<file path="config.mk">
export PLATFORM = sky130hd
export DESIGN_NAME = mem_share_arbiter
export DESIGN_NICKNAME = d
export VERILOG_FILES = /design/src/rtl/mem_share_arbiter.sv
export SDC_FILE = /design/constraint.sdc
export NUM_CORES = 1
export LEC_CHECK = 0
export CAP_MARGIN = 0
export CORE_ASPECT_RATIO = 0.9
export CORE_UTILIZATION = 39
export CTS_BUF_LIST = sky130_fd_sc_hd__clkbuf_4 sky130_fd_sc_hd__clkbuf_8
export DETAILED_ROUTE_END_ITERATION = 16
export GPL_ROUTABILITY_DRIVEN = 0
export PLACE_DENSITY = 0.95
export SYNTH_ARGS = -nofsm -noshare
export SYNTH_HDL_FRONTEND = slang
export SYNTH_SLANG_ARGS = --single-unit
export TNS_END_PERCENT = 5
</file>
<file path="constraint.sdc">
create_clock -name clk -period 2.1 [get_ports clk]
set_clock_uncertainty 0.05 [all_clocks]
set_input_delay 0.21 -clock clk [delete_from_list [all_inputs] [get_ports clk]]
set_output_delay 0.21 -clock clk [all_outputs]
set_load 0.02 [all_outputs]
</file>
<file path="src/rtl/mem_share_arbiter.sv">
// Round-robin sharing of one single-port memory macro between PORTS requesters.
// One access per cycle reaches the macro; read data is steered back to its requester.
module mem_share_arbiter #(
  parameter int PORTS      = 2,
  parameter int WIDTH      = 32,
  parameter int HEIGHT     = 256,
  parameter int MASK       = 4,
  parameter int RD_LATENCY = 1,
  parameter int AW         = (HEIGHT > 1) ? $clog2(HEIGHT) : 1
) (
  input  logic                   clk,
  input  logic                   reset_n,
  input  logic [PORTS-1:0]       req_valid,
  output logic [PORTS-1:0]       req_ready,
  input  logic [PORTS-1:0]       req_we,
  input  logic [PORTS*AW-1:0]    req_addr,
  input  logic [PORTS*WIDTH-1:0] req_wdata,
  input  logic [PORTS*MASK-1:0]  req_mask,
  output logic [PORTS-1:0]       rsp_valid,
  output logic [WIDTH-1:0]       rsp_rdata,
  output logic                   rsp_err,
  output logic                   mem_en,
  output logic                   mem_we,
  output logic [AW-1:0]          mem_addr,
  output logic [WIDTH-1:0]       mem_wdata,
  output logic [MASK-1:0]        mem_mask,
  input  logic [WIDTH-1:0]       mem_rdata
);

  localparam int PW = (PORTS > 1) ? $clog2(PORTS) : 1;
  localparam logic [AW:0] HMAX = (AW+1)'(HEIGHT);

  logic [PW-1:0]    ptr;
  logic [PW-1:0]    win, win_hi, win_lo;
  logic             hit_hi, hit_lo, xfer;
  logic [PORTS-1:0] grant;
  logic             w_we;
  logic [AW-1:0]    w_addr;
  logic [WIDTH-1:0] w_wdata;
  logic [MASK-1:0]  w_mask;
  logic             in_range;

  // Stage 0 lines up with the macro access cycle, so the top stage is RD_LATENCY
  // cycles behind mem_en.
  logic [RD_LATENCY:0]         pipe_vld;
  logic [RD_LATENCY:0]         pipe_err;
  logic [RD_LATENCY:0][PW-1:0] pipe_id;

  // Wrapped search done as two ordered scans: first valid at/above ptr, else first valid overall.
  always_comb begin
    hit_hi = 1'b0;
    hit_lo = 1'b0;
    win_hi = '0;
    win_lo = '0;
    for (int unsigned p = 0; p < PORTS; p++) begin
      if (req_valid[p] && !hit_lo) begin
        hit_lo = 1'b1;
        win_lo = PW'(p);
      end
      if (req_valid[p] && (PW'(p) >= ptr) && !hit_hi) begin
        hit_hi = 1'b1;
        win_hi = PW'(p);
      end
    end
    xfer = hit_hi || hit_lo;
    win  = hit_hi ? win_hi : win_lo;
  end

  always_comb begin
    grant   = '0;
    w_we    = 1'b0;
    w_addr  = '0;
    w_wdata = '0;
    w_mask  = '0;
    for (int unsigned p = 0; p < PORTS; p++) begin
      if (xfer && (win == PW'(p))) begin
        grant[p] = 1'b1;
        w_we     = req_we[p];
        w_addr   = req_addr[p*AW +: AW];
        w_wdata  = req_wdata[p*WIDTH +: WIDTH];
        w_mask   = req_mask[p*MASK +: MASK];
      end
    end
    in_range  = ({1'b0, w_addr} < HMAX);
    req_ready = reset_n ? grant : '0;
  end

  always_ff @(posedge clk or negedge reset_n) begin
    if (!reset_n) begin
      ptr       <= '0;
      mem_en    <= 1'b0;
      mem_we    <= 1'b0;
      mem_addr  <= '0;
      mem_wdata <= '0;
      mem_mask  <= '0;
      pipe_vld  <= '0;
      pipe_err  <= '0;
      pipe_id   <= '0;
    end else begin
      mem_en <= xfer && in_range;
      if (xfer) begin
        ptr <= (win == PW'(PORTS - 1)) ? '0 : win + 1'b1;
      end
      if (xfer && in_range) begin
        mem_we    <= w_we;
        mem_addr  <= w_addr;
        mem_wdata <= w_wdata;
        mem_mask  <= w_we ? w_mask : '0;
      end
      pipe_vld <= {pipe_vld[RD_LATENCY-1:0], xfer && !w_we};
      pipe_err <= {pipe_err[RD_LATENCY-1:0], !in_range};
      pipe_id  <= {pipe_id[RD_LATENCY-1:0], win};
    end
  end

  always_comb begin
    rsp_valid = '0;
    rsp_err   = 1'b0;
    rsp_rdata = '0;
    if (pipe_vld[RD_LATENCY]) begin
      for (int unsigned p = 0; p < PORTS; p++) begin
        rsp_valid[p] = (pipe_id[RD_LATENCY] == PW'(p));
      end
      rsp_err = pipe_err[RD_LATENCY];
      if (!pipe_err[RD_LATENCY]) rsp_rdata = mem_rdata;
    end
  end

`ifndef SYNTHESIS
  for (genvar i = 0; i < PORTS; i++) begin : g_hold
    a_hold: assert property (@(posedge clk) disable iff (!reset_n)
      (req_valid[i] && !req_ready[i]) |=>
        (req_valid[i] && $stable(req_we[i]) && $stable(req_addr[i*AW +: AW]) &&
         $stable(req_wdata[i*WIDTH +: WIDTH]) && $stable(req_mask[i*MASK +: MASK])));
  end
`endif

endmodule

</file>
### Word-level counts from Yosys, hierarchy flattened

Cells that the tools add are included.

* $add $sub $neg: 1
* multiply operators: 0
* divide/modulo/power cells: 0
* magnitude comparators: 2
* eq/ne operators: 0
* shift-type cells: 0
* muxes and demuxes: 22
* bitwise operators: 2
* reduce and logical (&&, ||, !) cells: 11

Operators by type and width (count)
* $mux W32: 3
* $mux W8: 2
* $mux W1: 12
* $mux W4: 3
* $logic_and A1 B1 Y1: 7
* $mux W2: 2
* $logic_not A1 Y1: 3
* $ge A1 B1 Y1 const A: 2
* $not A1 Y1: 2
* $add A1 B1 Y1 const B: 1
* $logic_or A1 B1 Y1: 1

* register bits: 51
* bits in latches: 0
* RAM bits: 0
* memory bits (read-only): 0
* input bits: 126
* output and inout bits: 83
* logic and storage cells: 47
* memories kept: 0

### Logic depth before layout (Yosys ltp)

Gate-level depths: netlist of run 1.

* depth after elaboration: 13
* gate-level depth with buffers: 6
* depth with buffers taken out: 3

### Worst setup path before layout of run 1

OpenSTA, ideal clock, no wires.

* kind: register -> register
* from: register ptr
* to: register mem_addr[0]
* setup time: 141 ps
* arrival time: 1084 ps
* path slack: 825 ps
* stages on the path, launching flop included: 7
* buffers on the path: 3
* period minus slack after synthesis: 1275 ps
* cell sequence: dfrtp_1 -> buf_2 -> a21bo_1 -> buf_6 -> buf_6 -> o22ai_1 -> a31oi_1

* word-level cells in the longest chain between the ends: 11

Ends and longest elaborated chain
* start, declared: RTL line 33 `logic [PW-1:0] ptr;`
* start signal, assigned: RTL line 102 `ptr <= (win == PW'(PORTS - 1)) ? '0 : win + 1'b1;`
* $ge A1 B1 Y1: RTL line 60 `if (req_valid[p] && (PW'(p) >= ptr) && !hit_hi) begin`
* $logic_and A1 B1 Y1: RTL line 60
* $mux W1: RTL line 60
* $logic_not A1 Y1: RTL line 60
* $logic_and A1 B1 Y1: RTL line 60
* $mux W1: RTL line 60
* $mux W1: RTL line 66 `win = hit_hi ? win_hi : win_lo;`
* $not A1 Y1: RTL line 76 `if (xfer && (win == PW'(p))) begin`
* $logic_and A1 B1 Y1: RTL line 76
* $mux W8 (2 in a row): RTL line 76
* end signal, assigned: RTL line 106 `mem_addr <= w_addr;`
* end, declared: RTL line 24 `output logic [AW-1:0] mem_addr,`

Parallel ways exist; a longest one is shown, timed or not.
A chain may end at the register's enable or synchronous reset.

### Final worst setup path of run 1

* from: register pipe_vld[1]
* to: output rsp_rdata[2]

* word-level cells in the longest chain between the ends: 1

Ends and longest elaborated chain
* start, declared: RTL line 45 `logic [RD_LATENCY:0] pipe_vld;`
* start signal, assigned: RTL line 110 `pipe_vld <= {pipe_vld[RD_LATENCY-1:0], xfer && !w_we};`
* $mux W32: RTL line 120 `if (pipe_vld[RD_LATENCY]) begin`
* end, declared: RTL line 20 `output logic [WIDTH-1:0] rsp_rdata,`

No other way between the ends.

==> summary.txt, run 1 <==
Worst setup path
  • R2R setup slack: 270 ps
  • Slowest-stage cell, CP: clkdlybuf4s50_1
  • R2R depth: 5
  • Worst-path fanout max: 34
  • CP endpoint kind: output pin
  • Worst path max stage delay: 650 ps
  • RR Startpoint: ptr
  • Worst endpoint data arrival time: 1720 ps
  • Critical-path cell list: buf_4 > and2_1 > clkdlybuf4s50_1
  • WS Path Type: reg -> out
  • CP startpoint kind: register
  • FF-to-FF End: mem_mask[0]
  • Worst Path Required: 1840 ps

Drt
  • Residual DRC: 0
  • Initial DRT Pass Iterations: 4
  • Final ANT Viol Nets: 0
  • Routed length per instance: 17.70 um
  • Via density: 5.326
  • Starting DRC count in detailed routing: 128
  • Vias: 3190
  • WL final: 10.60 mm

Clocking
  • CTS Sinks: 51
  • Resized Gates After CTS: 0
  • Post-CTS Setup Bufs: 0
  • Hold-fix buffers, CTS: 0
  • Cts bufs inserted: 5
  • Clock tree buffer depth: 2
  • Root buffer cell: clkbuf_8
  • Clk slew on worst S/H paths: 100 ps
  • H-tree levels: 2
  • Clock Latency Late Sink: 290 ps
  • CTS tree: yes

Timing
  • Slew Limit Fails: 0
  • Least-Margin Pin Slew: 637.2 ps
  • Final hold vios: 0
  • Setup violators final: 0
  • Min Hold Slack: 25.34 ps
  • Setup TNS: 0 ps
  • Period minus WS final: 1984 ps
  • Final Cycle Share: 94.48%
  • Max_slew headroom: 57.52%
  • Max Fclk: 504.0 MHz
  • RSZ-0062 raised after global routing: no

Global routing
  • First-pass GRT wire length: 16.00 mm
  • Gr usage total: 25.51%
  • Initial antenna violation count: 0
  • Largest net degree at the start of global routing: 52
  • Total global routing overflow: 0
  • Vias in the first global route: 3202

Floorplan
  • Core footprint: 7507 um^2
  • Die height: 85.40 um
  • FP Rows: 30
  • Ports: 209
  • Starting density of the core: 40.15%
  • DIE AREA: 8084 um^2
  • Die width: 94.67 um

Place
  • Post-Place Cells: 591
  • Detailed placement HPWL: 7.948 mm
  • # port buffers: 207
  • Cell area after placement: 5059 um^2

Synthesis
  • Mean Syn Cell Area: 9.755 um^2
  • Synth Flop Type: dfrtp_1
  • Top-count cell post-synth: dfrtp_1
  • Number of synthesized flops with an enable pin: 0
  • Ys async rst share: 100.0%
  • Syn. warnings: 0
  • Count of different cell masters after synthesis: 22
  • Synth Instances: 309
  • Share of the synthesized area in the top cell type: 42.34%
  • Synth area leaders: dfrtp_1 (42%), mux2_2 (10%), o22ai_1 (9.1%)
  • Synth top cells by count: dfrtp_1 (51), o22ai_1 (44), inv_1 (41), a31oi_1 (40), and2_1 (36)
  • Post-Syn Area: 3014 um^2
  • Post-synthesis sequential area ratio: 42.34%
  • Synthesized Nets: 435
  • Yosys reg bits: 51
  • Cell taking the most area after synthesis: dfrtp_1

Power
  • Sequential Power Share: 36.8%
  • Sw frac: 31.42%
  • PwrDens: 617.5 nW/um^2
  • Overall power: 3.197 mW
  • Maximum vdd drop: 0.0003404 V
  • Clock share of power: 22.0%
  • P_sw: 1.004 mW
  • Static leakage: 2.135 nW
  • Cell-internal power: 2.192 mW
  • Comb power frac: 41.1%

Finish
  • N_diodes: 0
  • Area Growth Syn to Fin: 71.73%
  • Nets: 628
  • Layout cells sized above 1: 9.742%
  • Post-route cell area: 5176 um^2
  • Final Non-Filler Cells: 599

Outcome
  • Status: completed

Run
  • Max cap viols: 0

Hold path
  • Hold/Removal Path Class: in -> async
## metrics by stage
| step | worst slack [ps] | utilization [%] |
|---|---|---|
| 3_3_place_gp | 368.9 | 67.38 |
| 4_1_cts | 99.50 | 68.95 |
| 5_1_grt | 27.86 | 68.95 |
| 6_report | 116.0 | 68.95 |
| 3_5_place_dp | 250.3 | 67.38 |
| 2_1_floorplan | 825.0 | - |
## worst max path at each step
stage	start	end	cells after the start
6_report	pipe_vld[1]	rsp_rdata[2]	3
5_1_grt	pipe_vld[1]	rsp_rdata[2]	3
4_1_cts	pipe_vld[1]	rsp_rdata[7]	3
3_5_place_dp	ptr	mem_mask[0]	5
3_3_place_gp	ptr	mem_mask[3]	5
2_1_floorplan	ptr	mem_addr[0]	6
## cells by family (layout without fill, tap and decap cells)
logic type / count (synthesis) / in the layout / synth area share (%)
other: 1 / 1 / 0.1244
buffers and inverters: 70 / 264 / 11.58
multiplexers: 40 / 40 / 14.94
flip-flops: 51 / 51 / 42.34
AND/OR/NAND/NOR: 52 / 52 / 10.46
AO/OA/AOI/OAI: 95 / 95 / 20.55
## per-layer routing
metal	part of all wire, %	wire (um)	vias to the layer above	GRT usage [%]
met2	53	5670	146	48.72
met3	7.0	739	26	4.570
met4	2.9	303	0	9.780
met1	37	3889	1536	27.37
met5	0	0	-	0
li1	-	-	1482	-
## flip-flops by register name, summed over array words and instances, names as in the netlist
name / cells
ptr: 1
pipe_id: 2
mem_wdata: 32
mem_en: 1
mem_addr: 8
mem_we: 1
mem_mask: 4
pipe_vld: 2
## critical path, delay by kind of cell (launching register included)
kind / cells / cell delay (ps)
buffers and inverters: 2 / 910
DFF: 1 / 360
and+or+nand+nor: 1 / 160
## cell usage in the layout (no fill, tap or decap), types with 8 or more instances in the layout
master	instances
clkdlybuf4s50_1	204
dfrtp_1	51
o22ai_1	44
inv_1	41
a31oi_1	40
and2_1	36
mux2_2	27
mux2_1	13
buf_4	9
a211oi_1	8
## power groups by stage
stage / Combinational [mW] / Sequential, mW / Clock, mW
after floorplan: 0.490 / 1.33 / 0
after global placement: 1.28 / 1.19 / 0
after detailed placement: 1.32 / 1.20 / 0
after CTS: 1.32 / 1.18 / 0.722
after global routing: 1.40 / 1.19 / 0.763
final: 1.31 / 1.18 / 0.704
## area by class of cell
class / instances / area (um^2)
Sequential cell: 51 / 1276
Inverter: 41 / 153.9
Tap cell: 96 / 120.1
Clock inverter: 2 / 35.03
Timing Repair Buffer: 215 / 2120
Fill cell: 585 / 2331
Clock buffer: 6 / 82.58
Multi-Input combinational cell: 188 / 1389
Power figures use the tool's default switching activity.
==> inputs of run 2 (changes only) <==
- SKIP_CTS_REPAIR_TIMING: default -> 1
==> results of run 2 <==
The final DEF is identical to that of run 1; final timing and power are the same.
